--- src/rtl/onehot_seq_pkg.sv ---
`default_nettype none
// ============================================================================
// Module      : onehot_seq_pkg
// Description : Shared run-mode encoding and index-width helper for the
//               one-hot sequencer.
// Revision    : 1.0 - initial release
// ============================================================================
package onehot_seq_pkg;

    typedef enum logic [1:0] {
        MODE_WRAP    = 2'b00,
        MODE_ONESHOT = 2'b01,
        MODE_BOUNCE  = 2'b10,
        MODE_RSVD    = 2'b11
    } mode_e;

    function automatic int idx_width(input int n);
        return (n > 2) ? $clog2(n) : 1;
    endfunction

endpackage : onehot_seq_pkg
`default_nettype wire

--- src/rtl/onehot_to_bin.sv ---
`default_nettype none
// ============================================================================
// Module      : onehot_to_bin
// Description : One-hot to binary index converter with an invalid-code flag.
// Revision    : 1.0 - initial release
// ============================================================================
module onehot_to_bin
    import onehot_seq_pkg::*;
#(
    parameter int NUM_STATES = 4,
    parameter int IDX_W      = idx_width(NUM_STATES)
) (
    input  logic [NUM_STATES-1:0] onehot_i,
    output logic [IDX_W-1:0]      bin_o,
    output logic                  invalid_o
);

    // OR of set-bit positions; only meaningful when invalid_o is low.
    always_comb begin
        bin_o = '0;
        for (int i = 0; i < NUM_STATES; i++) begin
            if (onehot_i[i]) begin
                bin_o = bin_o | IDX_W'(i);
            end
        end
    end

    assign invalid_o = (onehot_i == '0) ||
                       ((onehot_i & (onehot_i - NUM_STATES'(1))) != '0);

endmodule : onehot_to_bin
`default_nettype wire

--- src/rtl/onehot_sequencer.sv ---
`default_nettype none
// ============================================================================
// Module      : onehot_sequencer
// Description : One-hot state sequencer with programmable dwell and
//               wrap / one-shot / bounce run modes, plus illegal-state repair.
// Revision    : 1.0 - initial release
// ============================================================================
module onehot_sequencer
    import onehot_seq_pkg::*;
#(
    parameter int NUM_STATES = 4,
    parameter int DWELL_W    = 4,
    localparam int IDX_W     = idx_width(NUM_STATES)
) (
    input  logic                  clk,
    input  logic                  reset,
    input  logic                  en,
    input  logic [1:0]            mode,
    input  logic                  dir,
    input  logic                  start,
    input  logic [DWELL_W-1:0]    dwell,
    output logic [NUM_STATES-1:0] state,
    output logic [IDX_W-1:0]      idx,
    output logic                  wrap,
    output logic                  busy,
    output logic                  err
);

    localparam logic [IDX_W-1:0] c_last_idx = IDX_W'(NUM_STATES - 1);

    logic [NUM_STATES-1:0] state_q, state_d;
    logic [IDX_W-1:0]      idx_q, idx_d;
    logic [DWELL_W-1:0]    cnt_q, cnt_d;
    logic                  wrap_q, wrap_d;
    logic                  busy_q, busy_d;
    logic                  err_q, err_d;
    logic                  up_q, up_d;

    logic [NUM_STATES-1:0] w_cur_state;
    logic [IDX_W-1:0]      w_cur_idx;
    logic                  w_invalid;
    mode_e                 w_mode;

    assign w_cur_state = state_q;
    assign w_mode      = mode_e'(mode);

    onehot_to_bin #(
        .NUM_STATES (NUM_STATES),
        .IDX_W      (IDX_W)
    ) u_dec (
        .onehot_i  (w_cur_state),
        .bin_o     (w_cur_idx),
        .invalid_o (w_invalid)
    );

    always_comb begin
        idx_d  = w_cur_idx;
        cnt_d  = cnt_q;
        up_d   = up_q;
        busy_d = busy_q;
        wrap_d = 1'b0;
        err_d  = 1'b0;

        if (w_invalid) begin
            idx_d = '0;
            cnt_d = '0;
            err_d = 1'b1;
        end else if (en) begin
            // One-shot idles only at index 0; a run entered elsewhere finishes first.
            if (w_mode == MODE_ONESHOT && !busy_q && w_cur_idx == '0) begin
                cnt_d = '0;
                if (start) begin
                    busy_d = 1'b1;
                end
            end else if (cnt_q >= dwell) begin
                cnt_d = '0;
                case (w_mode)
                    MODE_ONESHOT: begin
                        if (w_cur_idx == c_last_idx) begin
                            idx_d  = '0;
                            busy_d = 1'b0;
                            wrap_d = 1'b1;
                        end else begin
                            idx_d = w_cur_idx + IDX_W'(1);
                        end
                    end
                    MODE_BOUNCE: begin
                        busy_d = 1'b0;
                        if ((up_q && w_cur_idx != c_last_idx) || w_cur_idx == '0) begin
                            idx_d = w_cur_idx + IDX_W'(1);
                        end else begin
                            idx_d = w_cur_idx - IDX_W'(1);
                        end
                        if (idx_d == c_last_idx) begin
                            up_d   = 1'b0;
                            wrap_d = 1'b1;
                        end else if (idx_d == '0) begin
                            up_d   = 1'b1;
                            wrap_d = 1'b1;
                        end
                    end
                    default: begin
                        busy_d = 1'b0;
                        if (!dir) begin
                            if (w_cur_idx == c_last_idx) begin
                                idx_d  = '0;
                                wrap_d = 1'b1;
                            end else begin
                                idx_d = w_cur_idx + IDX_W'(1);
                            end
                        end else begin
                            if (w_cur_idx == '0) begin
                                idx_d  = c_last_idx;
                                wrap_d = 1'b1;
                            end else begin
                                idx_d = w_cur_idx - IDX_W'(1);
                            end
                        end
                    end
                endcase
            end else begin
                cnt_d = cnt_q + DWELL_W'(1);
            end
        end

        state_d = NUM_STATES'(1) << idx_d;
    end

    always_ff @(posedge clk) begin
        if (reset) begin
            state_q <= NUM_STATES'(1);
            idx_q   <= '0;
            cnt_q   <= '0;
            wrap_q  <= 1'b0;
            busy_q  <= 1'b0;
            err_q   <= 1'b0;
            up_q    <= 1'b1;
        end else begin
            state_q <= state_d;
            idx_q   <= idx_d;
            cnt_q   <= cnt_d;
            wrap_q  <= wrap_d;
            busy_q  <= busy_d;
            err_q   <= err_d;
            up_q    <= up_d;
        end
    end

    assign state = state_q;
    assign idx   = idx_q;
    assign wrap  = wrap_q;
    assign busy  = busy_q;
    assign err   = err_q;

endmodule : onehot_sequencer
`default_nettype wire

--- config.mk ---
export PLATFORM = sky130hd
export DESIGN_NAME = onehot_sequencer
export DESIGN_NICKNAME = d
export VERILOG_FILES = /design/src/rtl/onehot_seq_pkg.sv /design/src/rtl/onehot_to_bin.sv /design/src/rtl/onehot_sequencer.sv
export SDC_FILE = /design/constraint.sdc
export NUM_CORES = 1
export LEC_CHECK = 0
export ABC_AREA = 1
export BUFFER_PORTS_ARGS = -buffer_cell sky130_fd_sc_hd__buf_2
export CAP_MARGIN = 20
export CELL_PAD_IN_SITES_DETAIL_PLACEMENT = 2
export CELL_PAD_IN_SITES_GLOBAL_PLACEMENT = 2
export CORE_ASPECT_RATIO = 0.6
export CORE_UTILIZATION = 30
export CTS_BUF_LIST = sky130_fd_sc_hd__clkbuf_8
export CTS_CLUSTER_DIAMETER = 40
export DETAILED_ROUTE_END_ITERATION = 16
export GPL_ROUTABILITY_DRIVEN = 0
export PLACE_DENSITY_LB_ADDON = 0.1
export SKIP_CTS_REPAIR_TIMING = 1
export SLEW_MARGIN = 20
export SYNTH_ARGS = -nofsm -noshare
export SYNTH_HDL_FRONTEND = slang
export SYNTH_SLANG_ARGS = --single-unit
export TNS_END_PERCENT = 10
--- constraint.sdc ---
create_clock -name clk -period 2.47 [get_ports clk]
set_input_delay 0.494 -clock clk [delete_from_list [all_inputs] [get_ports clk]]
set_output_delay 0.494 -clock clk [all_outputs]
set_load 0.005 [all_outputs]
; ---- Word-level counts from Yosys, hierarchy flattened
; Index checks and enable logic that the tools add are counted.
[classes]
addsub = 4
mul = 0
n_div = 0
magnitude_cmp = 1
n_eq_ne = 7
n_shift = 1
n_mux = 33
n_bitwise = 5
n_reduce_logical = 16
[op_table]
columns = cell, n
row1 = 2-bit 2-to-1 mux, 15
row2 = 1-bit 2-to-1 mux, 14
row3 = 4-bit 2-to-1 mux, 2
row4 = "2-bit equality test, second input constant", 3
row5 = 6-bit AND reduction, 1
row6 = 5-bit AND reduction, 1
row7 = 5-bit OR reduction, 1
row8 = "4-bit by 1-bit adder with 4-bit output, second input constant", 1
row9 = 4-bit AND, 1
row10 = 4-bit >= comparator, 1
row11 = 2-bit zero test, 2
row12 = 4-bit zero test, 1
row13 = "2-bit != test, second input constant", 2
row14 = 1-bit inverter, 4
row15 = 2-bit case mux with 2 select lines, 1
row16 = 2-bit nonzero test, 2
row17 = 4-bit nonzero test, 1
row18 = "1-bit by 2-bit << shifter with 4-bit output, first input constant", 1
row19 = "4-bit by 1-bit subtractor with 4-bit output, second input constant", 1
row20 = 1-bit logical AND, 3
row21 = "3-bit by 1-bit != test with 1-bit output, second input constant", 1
row22 = "2-bit by 1-bit adder with 2-bit output, second input constant", 1
row23 = "2-bit by 1-bit equality test with 1-bit output, second input constant", 1
row24 = 1-bit logical OR, 2
row25 = 4 further kinds, 4
[totals]
register_bits = 14
latchBits = 0
mem_bits_rw = 0
rom_bits = 0
input_bits = 11
out_inout_bits = 9
word_cells = 74
mem_count = 0

; ---- Logic depth before layout (Yosys ltp)
; Gate-level depths: netlist of the first run.
[logic_depth]
ltp_word = 18
mapped_depth = 14
mapped_depth_nobuf = 14

; ---- Hierarchy
; From an unflattened synthesis of the first run, not the netlist that was laid out.
[hier_totals]
hier_cells = 142
area_unflattened_um2 = 937.1
[by_module_without_submodules]
columns = module, instances, cells_per_inst, area_per_inst_um2
row1 = onehot_sequencer, 1, 128, 882.1
row2 = onehot_to_bin, 1, 14, 55.1

; ---- Least setup slack after synthesis of the first run
; OpenSTA, ideal clock, no wires.
[synth_timing]
path_kind = reg-to-reg
startpoint = register state_q[3], in the netlist state[3]
endpoint = register wrap_q, in the netlist wrap
setup_ns = 0.092
t_arrival_ns = 1.872
path_slack_ns = 0.506
stages_incl_launch_ff = 13
n_path_buf = 0
period_less_slack_ns = 1.964
cell_sequence = dfxtp_1 nor2_1 inv_1 ha_1 inv_1 nand2_1 nand2_1 nand2_1 and2_1 ha_1 nor2_1 o21ai_0 nor4_1
[synth_via]
elab_chain_cells = 14
elab_cells_between_ends = 29
[synth_rtl]
columns = item, line
row1 = start: declaration, onehot_sequencer.sv:31  ; logic [NUM_STATES-1:0] state_q, state_d;
row2 = start signal: assignment, onehot_sequencer.sv:139  ; state_q <= state_d;
row3 = 2-bit 2-to-1 mux, onehot_to_bin.sv:22  ; if (onehot_i[i]) begin
row4 = 2-bit != test, onehot_sequencer.sv:89  ; if ((up_q && w_cur_idx != c_last_idx) || w_cur_idx == '0) begin
row5 = 1-bit logical AND, onehot_sequencer.sv:89
row6 = 1-bit logical OR, onehot_sequencer.sv:89
row7 = 2-bit 2-to-1 mux, onehot_sequencer.sv:89
row8 = 2-bit 2-to-1 mux, onehot_sequencer.sv:77  ; case (w_mode)
row9 = 2-bit 2-to-1 mux, onehot_sequencer.sv:75  ; end else if (cnt_q >= dwell) begin
row10 = 2-bit 2-to-1 mux, onehot_sequencer.sv:70  ; if (w_mode == MODE_ONESHOT && !busy_q && w_cur_idx == '0) begin
row11 = 2-bit 2-to-1 mux, onehot_sequencer.sv:68  ; end else if (en) begin
row12 = 2-bit 2-to-1 mux, onehot_sequencer.sv:64  ; if (w_invalid) begin
row13 = 2-bit zero test, onehot_sequencer.sv:97  ; end else if (idx_d == '0) begin
row14 = 1-bit 2-to-1 mux, onehot_sequencer.sv:97
row15 = 1-bit 2-to-1 mux, onehot_sequencer.sv:94  ; if (idx_d == c_last_idx) begin
row16 = 1-bit case mux with 2 select lines, onehot_sequencer.sv:77
row17 = end signal: assignment, onehot_sequencer.sv:142  ; wrap_q <= wrap_d;
row18 = end: declaration, onehot_sequencer.sv:34  ; logic wrap_q, wrap_d;
; Parallel ways exist; a longest one is shown, timed or not. The select of a mux whose other input is x is not followed.
; A chain may end at the register's enable or synchronous reset.

; ---- Worst setup path after layout of the first run
; Same ends and word-level chain as after synthesis.

==> metrics, run 1 <==
status=finished clean; Rel. slew slack=0.8462; wire per inst=between 10 and 15 µm; count of unique library cells instantiated by Yosys=22; Worst Path Max Fanout=5; DR DRC count=0; multi-input logic area=533.0 µm²; first-pass GRT wire length=4491 µm; most frequent cells in the layout=nand2_1 (30), inv_1 (27), buf_2 (19); largest net degree at the start of global routing=9; grt ovf=0; root buffer cell=clkbuf_8; worst min path class=flop to flop; Placed Area=approximately 1100 µm²; Final Critical Period=between 2 and 2.5 ns; Final Skew=between 0.0008 and 0.0009 ns; DR vias/cell=4.642; routed via count=933; Site Rows=15; Power Total=636.8 µW; Clock Tree Buf Depth=2; Synth Instances=137; share of layout cells above drive strength 1=0.1950; Setup WS post-layout=just under 0.3 ns; Num CTS Buffers=3; CP Capture Type=flop; vias in the first global route=985; clock tree sinks=14; fin nets=181; CTS clk-pin slew, worst paths=0.06 ns; I/O Pins=20; Worst VDD drop=0.1957 mV; yosys warns=0; RSZ-0062 raised after global routing=no; Post-Syn Area=948.4 µm²; Seq cells post-synth=14; final WL=approximately 2700 µm; htree depth=1; Final period util=0.8810; most common cell after layout, fill and taps aside=nand2_1; Worst EP required=2.63 ns; CP Launch Type=flop; worst setup path category=flop to flop; total global-route track usage=0.1825; Max-Cap Viols=0; post-route design area=~1100 µm²; FF/Latch Area=280.3 µm²; Max Clock Freq=459.5 MHz; Finish-stage setup viols=0; Die Height=45.55 µm; Fin. Hold Viols=0; PortBufs=19; area of the core=2928 µm²; Place WS=0.1758 ns; Post-Syn Nets=158; Synth Area per Inst=~6.9 µm²; clk_lat worst skew=0.25 ns; Layout area overhead=18.21%; register area share after synthesis=0.2955; Die ar.=between 3000 and 4000 µm²; Fillers=between 300 and 400; leakage dissipation=0.0006623 µW; Detailed Route Iter0 Violations=11; post-route ant nets=0; CTS tree=done; pwr/cell area=568.1 nW/µm²; starting density of the core=0.3239; initial antenna violation count=0; Die W=74.59 µm; dpl hpwl=2213 µm; worst path arrival time=2.34 ns; Max Transition Viols Final=0; Worst-Margin Slew=0.2282 ns; Antenna Cells=0; first drt pass iteration count=2; setup_tns=0 ns
## flip-flops by register name, indices dropped and copies added (netlist names)
signal and cells:
err 1, busy 1, idx 2, wrap 1, cnt_q 4, up_q 1, state 4
## final cells by class
type	instances	share of cell area
inverter	28	0.09375
timing repair buffer	19	0.08482
tap	42	0.04687
clock buffer	4	0.04911
sequential	14	0.2500
multi-input combinational	94	0.4754
## through the flow
step / cells / hold slack, ns / util
after floorplan: 137 / 0.4259 / -
after global placement: 197 / 0.4581 / 0.3632
after detailed placement: 197 / 0.4616 / 0.3632
after CTS: 201 / 0.4760 / 0.3821
after global routing: 201 / 0.5000 / 0.3829
final: 201 / 0.4739 / 0.3829
## worst paths after layout
check | startpoint | endpoint | slack [ns] | cells after the start
setup / recovery | state[3]$_SDFF_PP0_ | wrap$_SDFF_PP0_ | 0.29 | 12
hold / removal | up_q$_SDFFE_PP1P_ | up_q$_SDFFE_PP1P_ | 0.47 | 2
setup reg to reg | state[3]$_SDFF_PP0_ | wrap$_SDFF_PP0_ | 0.29 | 12
hold reg to reg | up_q$_SDFFE_PP1P_ | up_q$_SDFFE_PP1P_ | 0.47 | 2
## where the power goes
group	internal [µW]	leakage [µW]	switching [µW]	total (µW)
logic	54.9	0.000520	104	159
registers	238	0.000113	9.22	247
clock network	142	0.0000288	88.7	230
## per-layer routing
| metal | wire [µm] | vias to the layer above | track usage |
|---|---|---|---|
| met4 | 22 | 0 | 0.04528 |
| met2 | 1133 | 15 | 0.2883 |
| li1 | - | 475 | - |
| met5 | 0 | - | 0 |
| met1 | 1415 | 440 | 0.2457 |
| met3 | 94 | 3 | 0.05310 |
## Yosys cell counts, drive strengths merged
cell type	number	area, µm²
xnor2	1	8.760
o21ai	6	30.02
inv	28	105.1
ha	10	125.1
a31oi	1	6.260
bufbuf	1	32.53
nand2	31	118.9
nor2	18	87.58
nand4	6	37.54
and2	1	6.260
dfxtp	14	280.3
nor4	1	6.260
nor3	1	5.000
a21oi	7	35.03
nand3	10	55.05
xor2	1	8.760
## logic make-up (layout without fill, tap and decap cells)
kind of cell	after synthesis	in the layout	synth area share
XOR/XNOR	2	2	0.01847
AO/OA/AOI/OAI	14	14	0.07519
flip-flops	14	14	0.2955
buffers and inverters	29	51	0.1451
AND/OR/NAND/NOR	68	68	0.3338
adder cells (fa/ha/maj)	10	10	0.1319
## critical path: stages, from the launching register on
cell	delay, ns
dfxtp_1	0.36
nor2_2	0.22
inv_1	0.08
ha_1	0.21
inv_1	0.09
nand2_1	0.08
nand2_1	0.07
nand2_1	0.06
and2_1	0.14
ha_1	0.27
nor2_1	0.17
o21ai_0	0.12
nor4_1	0.22
Power figures use the tool's default switching activity.
==> run 2: changes to the inputs <==
Settings changed: ABC_AREA 1 to not set, CORE_UTILIZATION 30 to 34.
==> run 2 against run 1 <==
- the run now ends with design-rule violations left
- sequential share of layout area is 0.68 points lower
- total power down 5.9%
- worst hold slack improved by 0.037 ns
- largest power group unchanged
- register-to-register slack got worse by 0.08 ns
- largest cell class unchanged
- synthesized cell count fell by 29%
==> metrics, run 2 <==
clock tree sinks=14 (unchanged); CTS tree=done (unchanged); Final period util=0.9142 (was 0.8810); I/O Pins=20 (unchanged); post-route design area=1157 µm² (was 1121 µm²); total global-route track usage=0.2113 (was 0.1825); first-pass GRT wire length=4526 µm (was 4491 µm); Async S/R FF share, synth=0 (unchanged); leakage dissipation=0.0005483 µW (was 0.0006623 µW); Post-synth EDFFs=0 (unchanged); Layout area overhead=20.92% (was 18.21%); post-synth top area cell=dfxtp_1 (unchanged); starting density of the core=0.3692 (was 0.3239); htree depth=1 (unchanged); DR vias/cell=5.225 (was 4.642); Die W=70.50 µm (was 74.59 µm); Main synth FF type=dfxtp_1 (unchanged); Max-Cap Viols=0 (unchanged); Max Transition Viols Final=0 (unchanged); Worst Path Max Fanout=6 (was 5); Rel. slew slack=0.7296 (was 0.8462); R2R Setup Slk=0.21 ns (was 0.29 ns); Final Skew=0.001810 ns (was 0.0008956 ns); Comb power frac=0.210 (was 0.250); Synth area leaders=dfxtp_1 (29%), ha_1 (13%), nor4b_2 (4.7%), mux2i_1 (4.2%), inv_1 (3.9%) (was dfxtp_1 (30%), ha_1 (13%), nand2_1 (12%), inv_1 (11%), nor2_1 (5.5%)); worst path arrival time=2.40 ns (was 2.34 ns); status=finished, violations left (was finished clean); Post-Syn Area=957.2 µm² (was 948.4 µm²); Synth Area per Inst=9.868 µm² (was 6.923 µm²); initial antenna violation count=0 (unchanged); Worst-Margin Slew=0.4048 ns (was 0.2282 ns); Detailed Route Iter0 Violations=28 (was 11); Placed Area=1085 µm² (was 1064 µm²); worst setup path category=flop to flop (unchanged); count of unique library cells instantiated by Yosys=42 (was 22); Clock Tree Buf Depth=2 (unchanged); most common cell after layout, fill and taps aside=buf_2 (was nand2_1); Worst EP required=2.61 ns (was 2.63 ns); count leader, synth=dfxtp_1 (was nand2_1); Fillers=285 (was 375); Reg-to-Reg End=wrap$_SDFF_PP0_ (unchanged); hold path cells=2 (unchanged); Seq cells post-synth=14 (unchanged); Clock Power Share=0.381 (was 0.361); DR DRC count=6 (was 0); CTS clk-pin slew, worst paths=0.06 ns (about the same); Worst VDD drop=0.2597 mV (was 0.1957 mV); PortBufs=19 (unchanged); grt ovf=0 (unchanged); RR Startpoint=state[3]$_SDFF_PP0_ (unchanged); Site Rows=14 (was 15); register area share after synthesis=0.2928 (was 0.2955); WHS Endpoint=err$_SDFF_PP0_ (was up_q$_SDFFE_PP1P_); routed via count=789 (was 933); pwr/cell area=517.8 nW/µm² (was 568.1 nW/µm²); final WL=2678 µm (was 2665 µm); share of layout cells above drive strength 1=0.3697 (was 0.1950); Commonest cells post-synth=dfxtp_1 (14), ha_1 (10), inv_1 (10), nor2_1 (10) (was nand2_1 (30), inv_1 (27), dfxtp_1 (14), nor2_1 (14), ha_1 (10)); Antenna Cells=0 (unchanged); CP Launch Type=flop (unchanged); yosys warns=0 (unchanged); failing checks=design-rule violations; Worst Hold Launch=reset (was up_q$_SDFFE_PP1P_); Reg2Reg Depth=8 (was 12); post-route ant nets=0 (unchanged); largest net degree at the start of global routing=9 (unchanged); root buffer cell=clkbuf_8 (unchanged); Die Height=43.10 µm (was 45.55 µm); switching fraction of total power=0.2867 (was 0.3177); Fin. Hold Viols=0 (unchanged); RSZ-0062 raised after global routing=no (unchanged); Finish-stage setup viols=0 (unchanged); vias in the first global route=831 (was 985); Psw=171.8 µW (was 202.3 µW); worst min path class=primary input to flop (was flop to flop); Sequential Power Share=0.409 (was 0.388); CP Capture Type=flop (unchanged); Final Critical Period=2.258 ns (was 2.176 ns); setup_tns=0 ns (unchanged); dpl hpwl=2147 µm (was 2213 µm); fin nets=141 (was 181); Max Clock Freq=442.9 MHz (was 459.5 MHz); Num CTS Buffers=3 (unchanged); area of the core=2592 µm² (was 2928 µm²); cell internal pwr=427.5 µW (was 434.5 µW); first drt pass iteration count=10 (was 2); Post-Syn Nets=118 (was 158); most frequent cells in the layout=buf_2 (19), dfxtp_1 (13), inv_1 (10), nor2_1 (10), ha_1 (10) (was nand2_1 (30), inv_1 (27), buf_2 (19)); clk_lat worst skew=0.25 ns (about the same); wire per inst=17.74 µm (was 13.26 µm); share of the synthesized area in the top cell type=0.2928 (was 0.2955); Synth Instances=97 (was 137); Die ar.=3039 µm² (was 3397 µm²)
[run 2: changes by cell type after synthesis, sizes merged, moves of 4 or more]
cell	change
nand2	-26
inv	-17
nand3	-8
nor2	-6
nand4	-5
a21oi	-4
mux2i	+4
[run 2: final cells by class]
cell class,instances,area [µm²],area share
clock buffer,4,55.05,0.04757
tap,32,40.04,0.03459
inverter,11,41.29,0.03568
timing repair buffer,19,95.09,0.08216
sequential,14,281.5,0.2432
multi-input combinational,71,644.4,0.5568
[run 2: stage by stage]
stage	power (µW)	hold WS (ns)	setup WS, ns	cells	util
after floorplan	334.7	0.4786	0.3596	97	-
after global placement	367.6	0.5102	0.1040	147	0.4184
after detailed placement	372.8	0.5430	0.004932	147	0.4184
after CTS	608.0	0.5090	-0.02317	151	0.4397
after global routing	633.4	0.5300	0.04883	151	0.4464
final	599.3	0.5105	0.2120	151	0.4464
[run 2: layer usage]
layer,global-route usage,up-vias,part of all wire
met5,0,-,0
li1,-,391,-
met4,0.1102,0,0.022
met2,0.3146,18,0.42
met1,0.2845,375,0.51
met3,0.04988,5,0.040
[run 2: cell families after synthesis]
| group | synth area share |
|---|---|
| and+or+nand+nor | 0.2157 |
| AOI/OAI and AO/OA | 0.2065 |
| DFF | 0.2928 |
| buffers and inverters | 0.05098 |
| adders and majority gates | 0.1307 |
| xor gates and xnor gates | 0.04575 |
| muxes | 0.05751 |
[run 2: worst max-delay path by stage]
stage	start	end	slack, ns
after floorplan	state[3]$_SDFF_PP0_	up_q$_SDFFE_PP1P_	0.36
after global placement	state[3]$_SDFF_PP0_	wrap$_SDFF_PP0_	0.10
after detailed placement	state[3]$_SDFF_PP0_	wrap$_SDFF_PP0_	0.005
after CTS	state[3]$_SDFF_PP0_	wrap$_SDFF_PP0_	-0.02
after global routing	state[3]$_SDFF_PP0_	wrap$_SDFF_PP0_	0.05
final	state[3]$_SDFF_PP0_	wrap$_SDFF_PP0_	0.21
[run 2: power by group through the flow]
stage	Combinational [µW]	Clock [µW]	Sequential (µW)
detailed placement	123	0	249
floorplan	87.5	0	247
global route	141	246	246
finish	126	228	245
CTS	126	237	244
global placement	119	0	249
[run 2: critical path: stages, from the launching register on]
cell,delay (ns)
dfxtp_2,0.37
or2_1,0.27
inv_1,0.13
ha_1,0.31
xor2_2,0.26
ha_1,0.29
inv_1,0.06
a221oi_1,0.07
a2111oi_2,0.38
